[config.mk]
export PLATFORM = sky130hd
export DESIGN_NAME = vending_change_dispenser
export DESIGN_NICKNAME = d
export VERILOG_FILES = /design/src/rtl/vending_pkg.sv /design/src/rtl/coin_tube_counter.sv /design/src/rtl/vending_change_dispenser.sv
export SDC_FILE = /design/constraint.sdc
export NUM_CORES = 1
export LEC_CHECK = 0
export ABC_AREA = 1
export ABC_CLOCK_PERIOD_IN_PS = 2000
export BUFFER_PORTS_ARGS = -buffer_cell sky130_fd_sc_hd__buf_2
export CORE_UTILIZATION = 50
export DETAILED_ROUTE_END_ITERATION = 8
export PLACE_DENSITY_LB_ADDON = 0.05
export SYNTH_ARGS = -nofsm -noshare
export SYNTH_HDL_FRONTEND = slang
export SYNTH_SLANG_ARGS = --single-unit
[constraint.sdc]
create_clock -name i_clk -period 2 [get_ports i_clk]
set_input_delay 0.3 -clock i_clk [delete_from_list [all_inputs] [get_ports i_clk]]
set_output_delay 0.3 -clock i_clk [all_outputs]
set_load 0.005 [all_outputs]
[src/rtl/vending_pkg.sv]
// Shared types and constants for the vending change dispenser.
// Coin values are expressed in nickel units (5 cents).
package vending_pkg;

    typedef enum logic [2:0] {
        CHG_0  = 3'd0,
        CHG_5  = 3'd1,
        CHG_10 = 3'd2,
        CHG_15 = 3'd3,
        CHG_20 = 3'd4
    } chg_e;

    localparam logic [2:0] NICKEL_U = 3'd1;
    localparam logic [2:0] DIME_U   = 3'd2;

    typedef enum logic [1:0] {
        IDLE,
        SODA,
        SELECT,
        EJECT
    } disp_state_e;

endpackage

[src/rtl/coin_tube_counter.sv]
// Saturating up/down coin tube inventory counter.
// Simultaneous inc and dec leave the count unchanged.
module coin_tube_counter
    import vending_pkg::*;
#(
    parameter int DEPTH = 15,
    parameter int W     = 4
) (
    input  logic         i_clk,
    input  logic         i_rstn,
    input  logic         i_inc,
    input  logic         i_dec,
    output logic [W-1:0] o_count,
    output logic [W-1:0] o_count_nxt
);

    localparam logic [W-1:0] MAX = W'(DEPTH);

    always_comb begin
        o_count_nxt = o_count;
        if (i_inc && !i_dec && o_count != MAX)
            o_count_nxt = o_count + W'(1);
        else if (i_dec && !i_inc && o_count != '0)
            o_count_nxt = o_count - W'(1);
    end

    always_ff @(posedge i_clk or negedge i_rstn) begin
        if (!i_rstn)
            o_count <= '0;
        else
            o_count <= o_count_nxt;
    end

endmodule

[src/rtl/vending_change_dispenser.sv]
// Sequences soda release and greedy coin change with req/ack actuators.
// Optional ack timeout: define VEND_DISP_TIMEOUT_EN.
module vending_change_dispenser
    import vending_pkg::*;
#(
    parameter int TUBE_DEPTH  = 15,
    parameter int CNT_W       = 4,
    parameter int ACK_TIMEOUT = 255
) (
    input  logic             i_clk,
    input  logic             i_rstn,
    input  logic             i_vend,
    input  logic [2:0]       i_change,
    output logic             o_busy,
    output logic             o_soda_req,
    input  logic             i_soda_ack,
    output logic             o_eject_nickel,
    output logic             o_eject_dime,
    input  logic             i_eject_ack,
    input  logic             i_refill_nickel,
    input  logic             i_refill_dime,
    output logic [CNT_W-1:0] o_nickel_cnt,
    output logic [CNT_W-1:0] o_dime_cnt,
    output logic             o_exact_change,
    input  logic             i_fault_clr,
    output logic             o_fault,
    output logic             o_overrun
);

    disp_state_e      state, state_nxt;
    logic [2:0]       rem, rem_nxt;
    logic             sel_dime, sel_dime_nxt;
    logic             fault_set;
    logic             overrun_set;
    logic             n_dec, d_dec;
    logic [CNT_W-1:0] n_nxt, d_nxt;
    logic             exact_nxt;
    logic             tmo;

    assign o_busy         = (state != IDLE);
    assign o_soda_req     = (state == SODA);
    assign o_eject_nickel = (state == EJECT) && !sel_dime;
    assign o_eject_dime   = (state == EJECT) && sel_dime;

`ifdef VEND_DISP_TIMEOUT_EN
    localparam int TW = $clog2(ACK_TIMEOUT + 1);

    logic [TW-1:0] tmo_cnt;
    logic          any_req;
    logic          any_ack;

    assign any_req = o_soda_req | o_eject_nickel | o_eject_dime;
    assign any_ack = (o_soda_req & i_soda_ack)
                   | ((o_eject_nickel | o_eject_dime) & i_eject_ack);
    assign tmo     = any_req && !any_ack
                   && (tmo_cnt == TW'(ACK_TIMEOUT - 1));

    always_ff @(posedge i_clk or negedge i_rstn) begin
        if (!i_rstn)
            tmo_cnt <= '0;
        else if (any_req && !any_ack && !tmo)
            tmo_cnt <= tmo_cnt + TW'(1);
        else
            tmo_cnt <= '0;
    end
`else
    logic unused_tmo_cfg;

    assign unused_tmo_cfg = (ACK_TIMEOUT != 0);
    assign tmo            = 1'b0;
`endif

    always_comb begin
        state_nxt    = state;
        rem_nxt      = rem;
        sel_dime_nxt = sel_dime;
        fault_set    = 1'b0;
        n_dec        = 1'b0;
        d_dec        = 1'b0;
        unique case (state)
            IDLE: begin
                if (i_vend) begin
                    state_nxt = SODA;
                    if (i_change <= 3'(CHG_20)) begin
                        rem_nxt = i_change;
                    end else begin
                        rem_nxt   = 3'd0;
                        fault_set = 1'b1;
                    end
                end
            end
            SODA: begin
                if (i_soda_ack) begin
                    state_nxt = SELECT;
                end else if (tmo) begin
                    state_nxt = IDLE;
                    rem_nxt   = 3'd0;
                    fault_set = 1'b1;
                end
            end
            SELECT: begin
                if (rem == 3'd0) begin
                    state_nxt = IDLE;
                end else if (rem >= DIME_U && o_dime_cnt != '0) begin
                    sel_dime_nxt = 1'b1;
                    state_nxt    = EJECT;
                end else if (o_nickel_cnt != '0) begin
                    sel_dime_nxt = 1'b0;
                    state_nxt    = EJECT;
                end else begin
                    // Short-change: the owed amount is abandoned.
                    fault_set = 1'b1;
                    rem_nxt   = 3'd0;
                    state_nxt = IDLE;
                end
            end
            EJECT: begin
                if (i_eject_ack) begin
                    state_nxt = SELECT;
                    if (sel_dime) begin
                        d_dec   = 1'b1;
                        rem_nxt = rem - DIME_U;
                    end else begin
                        n_dec   = 1'b1;
                        rem_nxt = rem - NICKEL_U;
                    end
                end else if (tmo) begin
                    state_nxt = IDLE;
                    rem_nxt   = 3'd0;
                    fault_set = 1'b1;
                end
            end
            default: state_nxt = IDLE;
        endcase
    end

    assign overrun_set = i_vend && (state != IDLE);

    assign exact_nxt = !((d_nxt >= CNT_W'(2))
                      || (d_nxt >= CNT_W'(1) && n_nxt >= CNT_W'(2))
                      || (n_nxt >= CNT_W'(4)));

    always_ff @(posedge i_clk or negedge i_rstn) begin
        if (!i_rstn) begin
            state          <= IDLE;
            rem            <= 3'd0;
            sel_dime       <= 1'b0;
            o_fault        <= 1'b0;
            o_overrun      <= 1'b0;
            o_exact_change <= 1'b1;
        end else begin
            state          <= state_nxt;
            rem            <= rem_nxt;
            sel_dime       <= sel_dime_nxt;
            o_fault        <= fault_set | (o_fault & ~i_fault_clr);
            o_overrun      <= overrun_set | (o_overrun & ~i_fault_clr);
            o_exact_change <= exact_nxt;
        end
    end

    coin_tube_counter #(
        .DEPTH (TUBE_DEPTH),
        .W     (CNT_W)
    ) u_nickel (
        .i_clk       (i_clk),
        .i_rstn      (i_rstn),
        .i_inc       (i_refill_nickel),
        .i_dec       (n_dec),
        .o_count     (o_nickel_cnt),
        .o_count_nxt (n_nxt)
    );

    coin_tube_counter #(
        .DEPTH (TUBE_DEPTH),
        .W     (CNT_W)
    ) u_dime (
        .i_clk       (i_clk),
        .i_rstn      (i_rstn),
        .i_inc       (i_refill_dime),
        .i_dec       (d_dec),
        .o_count     (o_dime_cnt),
        .o_count_nxt (d_nxt)
    );

endmodule

After elaboration in Yosys (flattened, before gate mapping). Index checks and enable logic that the tools add are counted.

Multipliers: 0. Eq/ne operators: 11. Bitwise gates (word level): 7. Multiplexer cells: 33. Magnitude comparators: 6. Reductions and logical operators: 31. Shift-type cells: 0. Add/sub/neg operators: 6. Div/mod/pow operators: 0.

Operators with widths (count): $mux W3 (7); $mux W4 (4); $logic_and A1 B1 Y1 (13); $mux W1 (13); $mux W2 (6); $ne A2 B2 Y1 const B (5); $pmux W3 S3 (1); $add A4 B1 Y4 const B (2); $ge A4 B2 Y1 const B (2); $ne A4 B4 Y1 const B (2); $pmux W2 S4 (1); $reduce_bool A4 Y1 (2); $sub A4 B1 Y4 const B (2); $logic_not A1 Y1 (6); $reduce_and A3 Y1 (2); $reduce_and A6 Y1 (1); $eq A2 B2 Y1 const B (2); $ge A4 B1 Y1 const B (1); $ge A4 B3 Y1 const B (1); $reduce_bool A2 Y1 (2); $ge A3 B2 Y1 const B (1); $le A3 B3 Y1 const B (1); $logic_not A3 Y1 (1); $not A1 Y1 (3); 10 further kinds (13).

Bits in latches: 0. Output and inout bits: 15. ROM bits: 0. Bits of input ports: 11. Bits in writable memories: 0. Bits in registers: 17. Logic and storage cells: 102. Memories: 0.

Logic depth before layout (Yosys ltp). Gate-level depths: netlist of run 1.

Word-level depth: 12. Mapped depth: 12. Depth with buffers taken out: 12.

Hierarchy. From an unflattened synthesis of run 1, not the netlist that was laid out.

Cells, all modules: 208. Area, all modules: 1362.6 sq um.

By module, submodules not included: coin_tube_counter (times used 2, seq. area each 100.1 sq um, area an instance 344.1 sq um, cells an instance 50); vending_change_dispenser (times used 1, seq. area each 226.5 sq um, area an instance 674.4 sq um, cells an instance 108).

Worst setup path after synthesis of run 1. OpenSTA, ideal clock, no wires.

Kind: reg-to-reg. From: register u_dime.o_count[0]. To: register rem[0]. Cell stages (with the launch flop): 10. Path buffers: 0. Library setup time: 0.127 ns. Arrival time: 1.462 ns. Clock period less this slack: 1.589 ns. Path slack: 0.411 ns. Required time: 1.873 ns. Path through: dfrtp_1 inv_1 ha_1 nand3_2 a21oi_1 nand2_1 nand2_1 nand2_2 nor2_1 o21ai_0.

Word-level cells in the longest chain between the ends: 4.

Ends and longest elaborated chain: from (decl) (line coin_tube_counter.sv:13) `output logic [W-1:0] o_count,`; from (signal assigned) (line coin_tube_counter.sv:31) `o_count <= o_count_nxt;`; $reduce_bool A4 Y1 (line vending_change_dispenser.sv:104) `end else if (rem >= DIME_U && o_dime_cnt != '0) begin`; $logic_and A1 B1 Y1 (line vending_change_dispenser.sv:104); $ne A2 B2 Y1 (no line); $reduce_and A6 Y1 (no line); to (signal assigned) (line vending_change_dispenser.sv:153) `rem <= rem_nxt;`; to (decl) (line vending_change_dispenser.sv:31) `logic [2:0] rem, rem_nxt;`.

Every way passes these cells. A chain may end at the register's enable or synchronous reset.

Worst setup path after layout of run 1. Ends and elaborated chain as after synthesis.

==> metrics.cfg, run 1 <==
[worst_setup_path]
crit_arrival_ns = 1.92
r2r_slack_ns = 0.26
path_class = reg2reg
r2r_cells = 9
worstReg2RegStart = u_dime.o_count[0]$_DFF_PN0_
critPathMaxFanout = 6
reg2reg_to = rem[0]$_DFFE_PN0P_
cp-end-kind = flop
cp.required_ns = 2.18
startpoint_type = flop

[timing]
fin_ws_ns = 0.262
drv_slew = 0
skew_ns = 0.0134
post-route-period-util = 0.869
worst_pin_slew_ns = 0.386
fin_crit_ns = 1.74
finalSetupTns_ns = 0
rsz0062_at_grt = false
slew_headroom = 0.743
clock.fmax_mhz = 575
setup_viol = 0
finalHoldViolations = 0

[clock_tree]
clkTransAtPathRegs_ns = 0.12
clock_latency_ns = 0.30
cts_sinks = 17
root_buffer = clkbuf_4
cts_max_level = 1
cts_buffers = 3
clk_path_buf_depth = 2
cts_tree = built
cts_setup_buffers = 0

[layout]
antenna_cells = 0
final_nets = 233
layout-drive-gt1-share = 0.230
syn2layout_area_growth_pct = 14.0
final_area_um2 = 1530
fillers = 246
fin_cells = 243

[placed_design]
post-place-cells = 238
pre_cts_ws_ns = 0.275
place_area_um2 = 1490
io_buffers = 25
hpwl_mm = 2.11
place_congestion = 0.819

[synthesis]
synth_seq_area_share = 0.318
post_synth_xor_area_fraction = 0.0456
synthesis.nets = 204
yosysTopAreaCell = dfrtp_1
synth-simple-area-share = 0.402
yosysWarnings = 0
ys_ff_latch = 17
synthDistinctLibCells = 32
synth_flop_cell = dfrtp_1
synth_edf_count = 0
yosys.area.top_type_share = 0.298
synth-compound-area-share = 0.0680
avgSynthCellArea_um2 = 7.26
synth_cells = 185
synth_top_family_by_area = simple AND/OR/NAND/NOR gates
yosys.area_share.adder = 0.0745
synth_area_leaders = dfrtp_1 30%, nand2_1 15%, ha_1 7.4%
syn_area_um2 = 1340
ys_async_sr_fraction = 1.00
synthMuxAreaShare = 0

[die]
die_h_um = 53.8
rows = 18
io_pins = 26
fp.dieW_um = 53.8
start_util = 0.538
die_area_um2 = 2900
coreArea_um2 = 2500

[route]
drc = 0
vias = 1235
drt-pass1-iter-count = 6
wl_mm = 2.66
viasPerCell = 5.08
drt_iter0_drc = 25
wire_per_inst_um = 11.0
antenna_left = 0

[worst_hold_path]
holdPathStages = 2
holdCritStartpoint = i_fault_clr
whs_endpoint = o_overrun$_DFF_PN0_
min_path_type = in2reg

[global_routing]
grt_pass1_vias = 993
antenna_found_initial = 0
grt_start_max_net_pins = 18
grt.overflow.total = 0
grt_pass1_wl_mm = 4.20
grt_use_total = 0.201

[flow_run]
max-cap-violations = 0

[power_and_ir_drop]
leakagePower_nw = 0.857
worst_ir_drop_vdd_mv = 0.778
p_per_area_nw_per_um2 = 1510

[run_status]
status = finished clean

-- synthesized netlist by cell type (2+ instances only) --
cell      count
xnor2_1       4
a21oi_1       4
inv_1        26
o221ai_1      2
nand3_2       3
nand2_1      53
ha_1          8
xor2_1        3
nand2_2       2
inv_2         2
nand4_1       4
o21ai_0       2
nor2_2        4
nor2_1       18
nand3_1      17
nand3_4       2
dfrtp_1      16
-- worst max-delay path, stage by stage (launching register included) --
cell and delay (ns):
dfrtp_1 0.44, inv_1 0.14, ha_1 0.22, nand3_2 0.15
a21oi_1 0.24, nand2_1 0.07, nand2_1 0.07, nand2_2 0.08
nor2_1 0.12, o21ai_0 0.08
-- routing by layer --
metal | vias to the layer above | GRT usage | share of wire
li1 | 647 | - | -
met1 | 557 | 0.248 | 0.48
met2 | 27 | 0.350 | 0.48
met3 | 4 | 0.0254 | 0.032
met4 | 0 | 0.0789 | 0.0086
met5 | - | 0 | 0
-- flip-flops by register name, indices dropped and copies added, names as in the netlist --
register	count
o_overrun	1
u_dime.o_count	4
state	2
o_exact_change	1
rem	3
o_fault	1
u_nickel.o_count	4
sel_dime	1
-- through the flow --
step	hold slack, ns	power (mW)	utilization
final	0.193	2.31	0.613
after global routing	0.189	2.59	0.613
after CTS	0.187	2.33	0.613
after detailed placement	0.251	2.13	0.598
after global placement	0.250	2.10	0.598
after floorplan	0.00441	1.79	-
-- power by group --
part / leakage (nW) / switching [mW] / internal (mW)
clock network: 0.0177 / 0.118 / 0.0744
logic: 0.635 / 0.831 / 0.578
registers: 0.205 / 0.206 / 0.507
-- cell families (layout without fill, tap and decap cells) --
family          Yosys count  in the layout
compound gates           13             13
simple gates            109            109
fa+ha+maj                 8              8
xor+xnor                  7              7
flops                    17             17
buf+inv                  31             59
-- worst max-delay path by stage --
stage | slack, ns | start | endpoint | cells after the start
after global placement | 0.33 | u_dime.o_count[0]$_DFF_PN0_ | rem[0]$_DFFE_PN0P_ | 9
after detailed placement | 0.28 | u_dime.o_count[0]$_DFF_PN0_ | rem[0]$_DFFE_PN0P_ | 9
after global routing | 0.04 | u_dime.o_count[0]$_DFF_PN0_ | rem[0]$_DFFE_PN0P_ | 10
after CTS | 0.26 | u_dime.o_count[0]$_DFF_PN0_ | rem[0]$_DFFE_PN0P_ | 9
after floorplan | 0.41 | u_dime.o_count[0]$_DFF_PN0_ | rem[0]$_DFFE_PN0P_ | 9
final | 0.26 | u_dime.o_count[0]$_DFF_PN0_ | rem[0]$_DFFE_PN0P_ | 9
-- placed cells by master (no fill, tap or decap), types with 3 or more instances in the layout --
cell type  instances
inv_1             26
xor2_1             3
nand2_1           53
buf_2             25
a21oi_1            4
nand3_1           17
xnor2_1            4
nand4_1            4
clkbuf_4           3
nor2_2             4
nand3_2            3
dfrtp_1           16
ha_1               8
nor2_1            18
-- area by class of cell --
type / count / area (um2) / area share
clock buffers: 3 / 22.5 / 0.0147
clock inverters: 1 / 5.00 / 0.00327
inverters: 29 / 111 / 0.0727
multi-input cells: 137 / 793 / 0.518
flip-flops and latches: 17 / 427 / 0.279
well taps: 30 / 37.5 / 0.0245
repair buffers: 26 / 135 / 0.0882
-- repair_timing --
| item | 4_1_cts | 5_1_grt |
|---|---|---|
| hold buffers | 1 | 0 |
| gates resized for setup | 0 | 0 |
| endpoints found under the hold margin | 16 | 0 |
| endpoints found under the setup margin | 0 | 0 |
Note: power is estimated with default switching activity, not from simulation.
==> inputs of run 2 (changes only) <==
Settings changed: CELL_PAD_IN_SITES_DETAIL_PLACEMENT set to 1, CELL_PAD_IN_SITES_GLOBAL_PLACEMENT set to 1, CORE_UTILIZATION 50 to 39, MAX_ROUTING_LAYER set to met4.
==> run 2 against run 1 <==
Hold slack got worse by 0.0030 ns. Flip-flop and latch count stayed put. Routed wire length up 23%. Count of clock-buffer cells in the layout grew 1. Largest cell class unchanged. Global-route usage grew 0.73 points. First-iteration DRC count rose by 120%. Register-to-register slack hardly changed. Critical path type unchanged. Cell count up 5.8%.
==> metrics.cfg, run 2 (same netlist as run 1, synthesis figures left out) <==
[route]
wl_mm = 3.26
drt_iter0_drc = 56
vias = 1238
viasPerCell = 4.82
drt-pass1-iter-count = 3
antenna_left = 0
wire_per_inst_um = 12.7
drc = 0

[clock_tree]
clkTransAtPathRegs_ns = 0.11
clk_path_buf_depth = 2
cts_setup_buffers = 0
cts_max_level = 1
cts_tree = built
clock_latency_ns = 0.30
cts_buffers = 3
root_buffer = clkbuf_4
cts_sinks = 17

[worst_setup_path]
path_class = reg2reg
startpoint_type = flop
path_cells = inv_1, ha_1, nand3_2, a21oi_2, nand2_1, nand2_1, nand2_2, nor2_1, nand2_1, o21ai_0
critPathMaxFanout = 6
cp.required_ns = 2.23
cp-end-kind = flop
cpPeakStageDelay_ns = 0.44
slowest_stage = dfrtp_1
crit_family = simple AND/OR/NAND/NOR gates
crit_arrival_ns = 1.96
path_buf_inv = 1
crit_path_frequent_cell = nand2_1

[global_routing]
grt_start_max_net_pins = 18
grt_pass1_wl_mm = 5.46
grt_use_total = 0.208
antenna_found_initial = 0
grt.overflow.total = 0
grt_pass1_vias = 1255

[layout]
antenna_cells = 0
reg.largest.list = u_dime.o_count: 4 flops, u_nickel.o_count: 4 flops, rem: 3 flops
mostFrequentLayoutCells = 53 x nand2_1, 26 x inv_1, 25 x buf_2, 18 x nor2_1, 17 x nand3_1
final_nets = 233
syn2layout_area_growth_pct = 15.5
layout-drive-gt1-share = 0.230
final_area_um2 = 1550
layout_commonest_cell = nand2_1

[timing]
finalSetupTns_ns = 0
finalHoldViolations = 0
worst_pin_slew_ns = 0.412
skew_ns = 0.0142
fin_ws_ns = 0.270
post-route-period-util = 0.865
slew_headroom = 0.725
clock.fmax_mhz = 578
drv_slew = 0
setup_viol = 0
rsz0062_at_grt = false
fin_crit_ns = 1.73

[die]
start_util = 0.426
coreArea_um2 = 3150
die_area_um2 = 3680
die_h_um = 60.7
io_pins = 26
rows = 20
fp.dieW_um = 60.7

[placed_design]
place_area_um2 = 1510
pre_cts_ws_ns = 0.205
hpwl_mm = 2.71
io_buffers = 25
place_congestion = 0.827

[worst_hold_path]
min_path_type = in2reg

[power_and_ir_drop]
leakagePower_nw = 0.855
p_per_area_nw_per_um2 = 1540
worst_ir_drop_vdd_mv = 0.552
total_power_mw = 2.38

[flow_run]
max-cap-violations = 0

[run_status]
status = finished clean

run 2: final timing paths:
| path | start | endpoint | slack (ns) | cells past startpoint |
|---|---|---|---|---|
| max | u_dime.o_count[0]$_DFF_PN0_ | rem[0]$_DFFE_PN0P_ | 0.27 | 10 |
| min | i_fault_clr | o_fault$_DFF_PN0_ | 0.19 | 2 |
| max reg2reg | u_dime.o_count[0]$_DFF_PN0_ | rem[0]$_DFFE_PN0P_ | 0.27 | 10 |
| min reg2reg | o_overrun$_DFF_PN0_ | o_overrun$_DFF_PN0_ | 0.55 | 2 |
| max in group asynchronous | i_rstn | o_exact_change$_DFF_PN1_ | 1.21 | 2 |
| min in group asynchronous | i_rstn | o_overrun$_DFF_PN0_ | 0.45 | 2 |
run 2: layer usage:
layer | share of wire | up-vias | routed length (um) | track usage
met5 | 0 | - | 0 | -
met2 | 0.47 | 14 | 1540 | 0.342
met3 | 0.017 | 4 | 55 | 0.0192
met4 | 0.012 | 0 | 38 | 0.0844
met1 | 0.50 | 579 | 1630 | 0.264
li1 | - | 641 | - | -
run 2: power breakdown:
group	switching, mW	internal, mW	total (mW)
combinational	0.890	0.584	1.47
sequential	0.209	0.507	0.716
clock	0.116	0.0777	0.193
total	1.21	1.17	2.38
run 2: timing repair:
item,in CTS,in global routing
hold buffers,1,0
endpoints found under the setup margin,0,1
gates resized for setup,0,1
endpoints found under the hold margin,16,0
run 2: area by class of cell:
class,count,area (um2)
fill,446,1600
multi-input combinational,137,797
sequential,17,427
timing repair buffer,26,135
inverter,29,111
tap,44,55.1
clock buffer,4,26.3
run 2: per-stage QoR:
step | hold WS [ns] | utilization | instances
3_3_place_gp | 0.254 | 0.479 | 252
5_1_grt | 0.197 | 0.492 | 257
4_1_cts | 0.184 | 0.491 | 257
2_1_floorplan | 0.00441 | - | 185
3_5_place_dp | 0.261 | 0.479 | 252
6_report | 0.190 | 0.492 | 257
==> inputs of run 3 (changes only) <==
Settings changed: MAX_ROUTING_LAYER met4 to unset.
==> run 3 against run 2 <==
Count of clock-buffer cells in the layout unchanged. Non-clock buffer count did not move. Clock power about the same. Critical path depth unchanged. Clock skew about the same. Critical path type unchanged. Largest power group unchanged.
==> metrics.cfg, run 3 (same netlist as run 1, synthesis figures left out) <==
[worst_setup_path]
cp.required_ns = 2.23
crit_arrival_ns = 1.97
critPathMaxFanout = 6
startpoint_type = flop
path_class = reg2reg
cp-end-kind = flop

[route]
vias = 1240
drt-pass1-iter-count = 4
wire_per_inst_um = 12.7
drc = 0
wl_mm = 3.27
drt_iter0_drc = 41
viasPerCell = 4.82
antenna_left = 0

[layout]
final_nets = 233
final_area_um2 = 1550
mostFrequentLayoutCells = 53 x nand2_1, 26 x inv_1, 25 x buf_2, 18 x nor2_1, 17 x nand3_1
layout_commonest_cell = nand2_1
layout-drive-gt1-share = 0.230
antenna_cells = 0
reg.largest.list = u_dime.o_count: 4 flops, u_nickel.o_count: 4 flops, rem: 3 flops
syn2layout_area_growth_pct = 15.5
fillers = 446
fin_cells = 257

[timing]
post-route-period-util = 0.868
worst_pin_slew_ns = 0.412
finalSetupTns_ns = 0
finalHoldViolations = 0
drv_slew = 0
fin_crit_ns = 1.74
setup_viol = 0
clock.fmax_mhz = 576
rsz0062_at_grt = false
skew_ns = 0.0142
slew_headroom = 0.725

[clock_tree]
clk_path_buf_depth = 2
clkTransAtPathRegs_ns = 0.11
root_buffer = clkbuf_4
clock_latency_ns = 0.30
cts_buffers = 3
cts_tree = built
cts_sinks = 17
cts_max_level = 1
cts_setup_buffers = 0

[die]
io_pins = 26
rows = 20
die_h_um = 60.7
start_util = 0.426
fp.dieW_um = 60.7
die_area_um2 = 3680
coreArea_um2 = 3150

[placed_design]
place_congestion = 0.815
post-place-cells = 252
io_buffers = 25
hpwl_mm = 2.71
place_area_um2 = 1510

[global_routing]
grt_pass1_wl_mm = 5.48
antenna_found_initial = 0
grt_use_total = 0.202
grt.overflow.total = 0
grt_start_max_net_pins = 18
grt_pass1_vias = 1253

[power_and_ir_drop]
worst_ir_drop_vdd_mv = 0.552
p_per_area_nw_per_um2 = 1540
leakagePower_nw = 0.855

[flow_run]
max-cap-violations = 0

[worst_hold_path]
min_path_type = in2reg

[run_status]
status = finished clean

==> run 3: routing by layer <==
metal  GRT usage  vias up  wire [um]
met5           0        -          0
met1       0.265      579       1630
li1            -      641          -
met3      0.0192        5         52
met2       0.342       15       1540
met4      0.0844        0         51
==> run 3: through the flow <==
step | power, mW | setup WS (ns) | util | hold slack (ns)
after floorplan | 1.79 | 0.411 | - | 0.00441
after global placement | 2.13 | 0.329 | 0.479 | 0.254
after detailed placement | 2.20 | 0.205 | 0.479 | 0.261
after CTS | 2.41 | 0.189 | 0.491 | 0.184
after global routing | 2.65 | 0.0523 | 0.492 | 0.197
final | 2.38 | 0.264 | 0.492 | 0.191
==> run 3: timing repair <==
action                     in CTS  in global routing
hold endpoints to repair       16                  0
setup endpoints to repair       0                  1
hold buffers                    1                  0
gates resized for setup         0                  1
==> run 3: worst max-delay path, stage by stage, from the launching register on <==
cell and delay, ns:
dfrtp_1 0.44, inv_1 0.15, ha_1 0.22, nand3_2 0.17, a21oi_2 0.22, nand2_1 0.07
nand2_1 0.07, nand2_2 0.08, nor2_1 0.13, nand2_1 0.06, o21ai_0 0.07
==> run 3: path summary, 6_finish.rpt <==
path                            cells past startpoint                        to  slack [ns]                        start
worst max register to register                     10        rem[0]$_DFFE_PN0P_        0.26  u_dime.o_count[0]$_DFF_PN0_
worst max-delay path                               10        rem[0]$_DFFE_PN0P_        0.26  u_dime.o_count[0]$_DFF_PN0_
min in group asynchronous                           2       o_overrun$_DFF_PN0_        0.45                       i_rstn
worst min-delay path                                2         o_fault$_DFF_PN0_        0.19                  i_fault_clr
worst min register to register                      2       o_overrun$_DFF_PN0_        0.55          o_overrun$_DFF_PN0_
max in group asynchronous                           2  o_exact_change$_DFF_PN1_        1.21                       i_rstn
==> run 3: layout make-up <==
type,instances,area [um2],area share
multi-input combinational,137,797,0.514
sequential,17,427,0.275
timing repair buffer,26,135,0.0871
inverter,29,111,0.0718
tap,44,55.1,0.0355
clock buffer,4,26.3,0.0169
==> run 3: power breakdown <==
group	switching [mW]	total, mW	internal, mW
Combinational	0.890	1.47	0.584
Sequential	0.209	0.716	0.507
Clock	0.115	0.193	0.0776
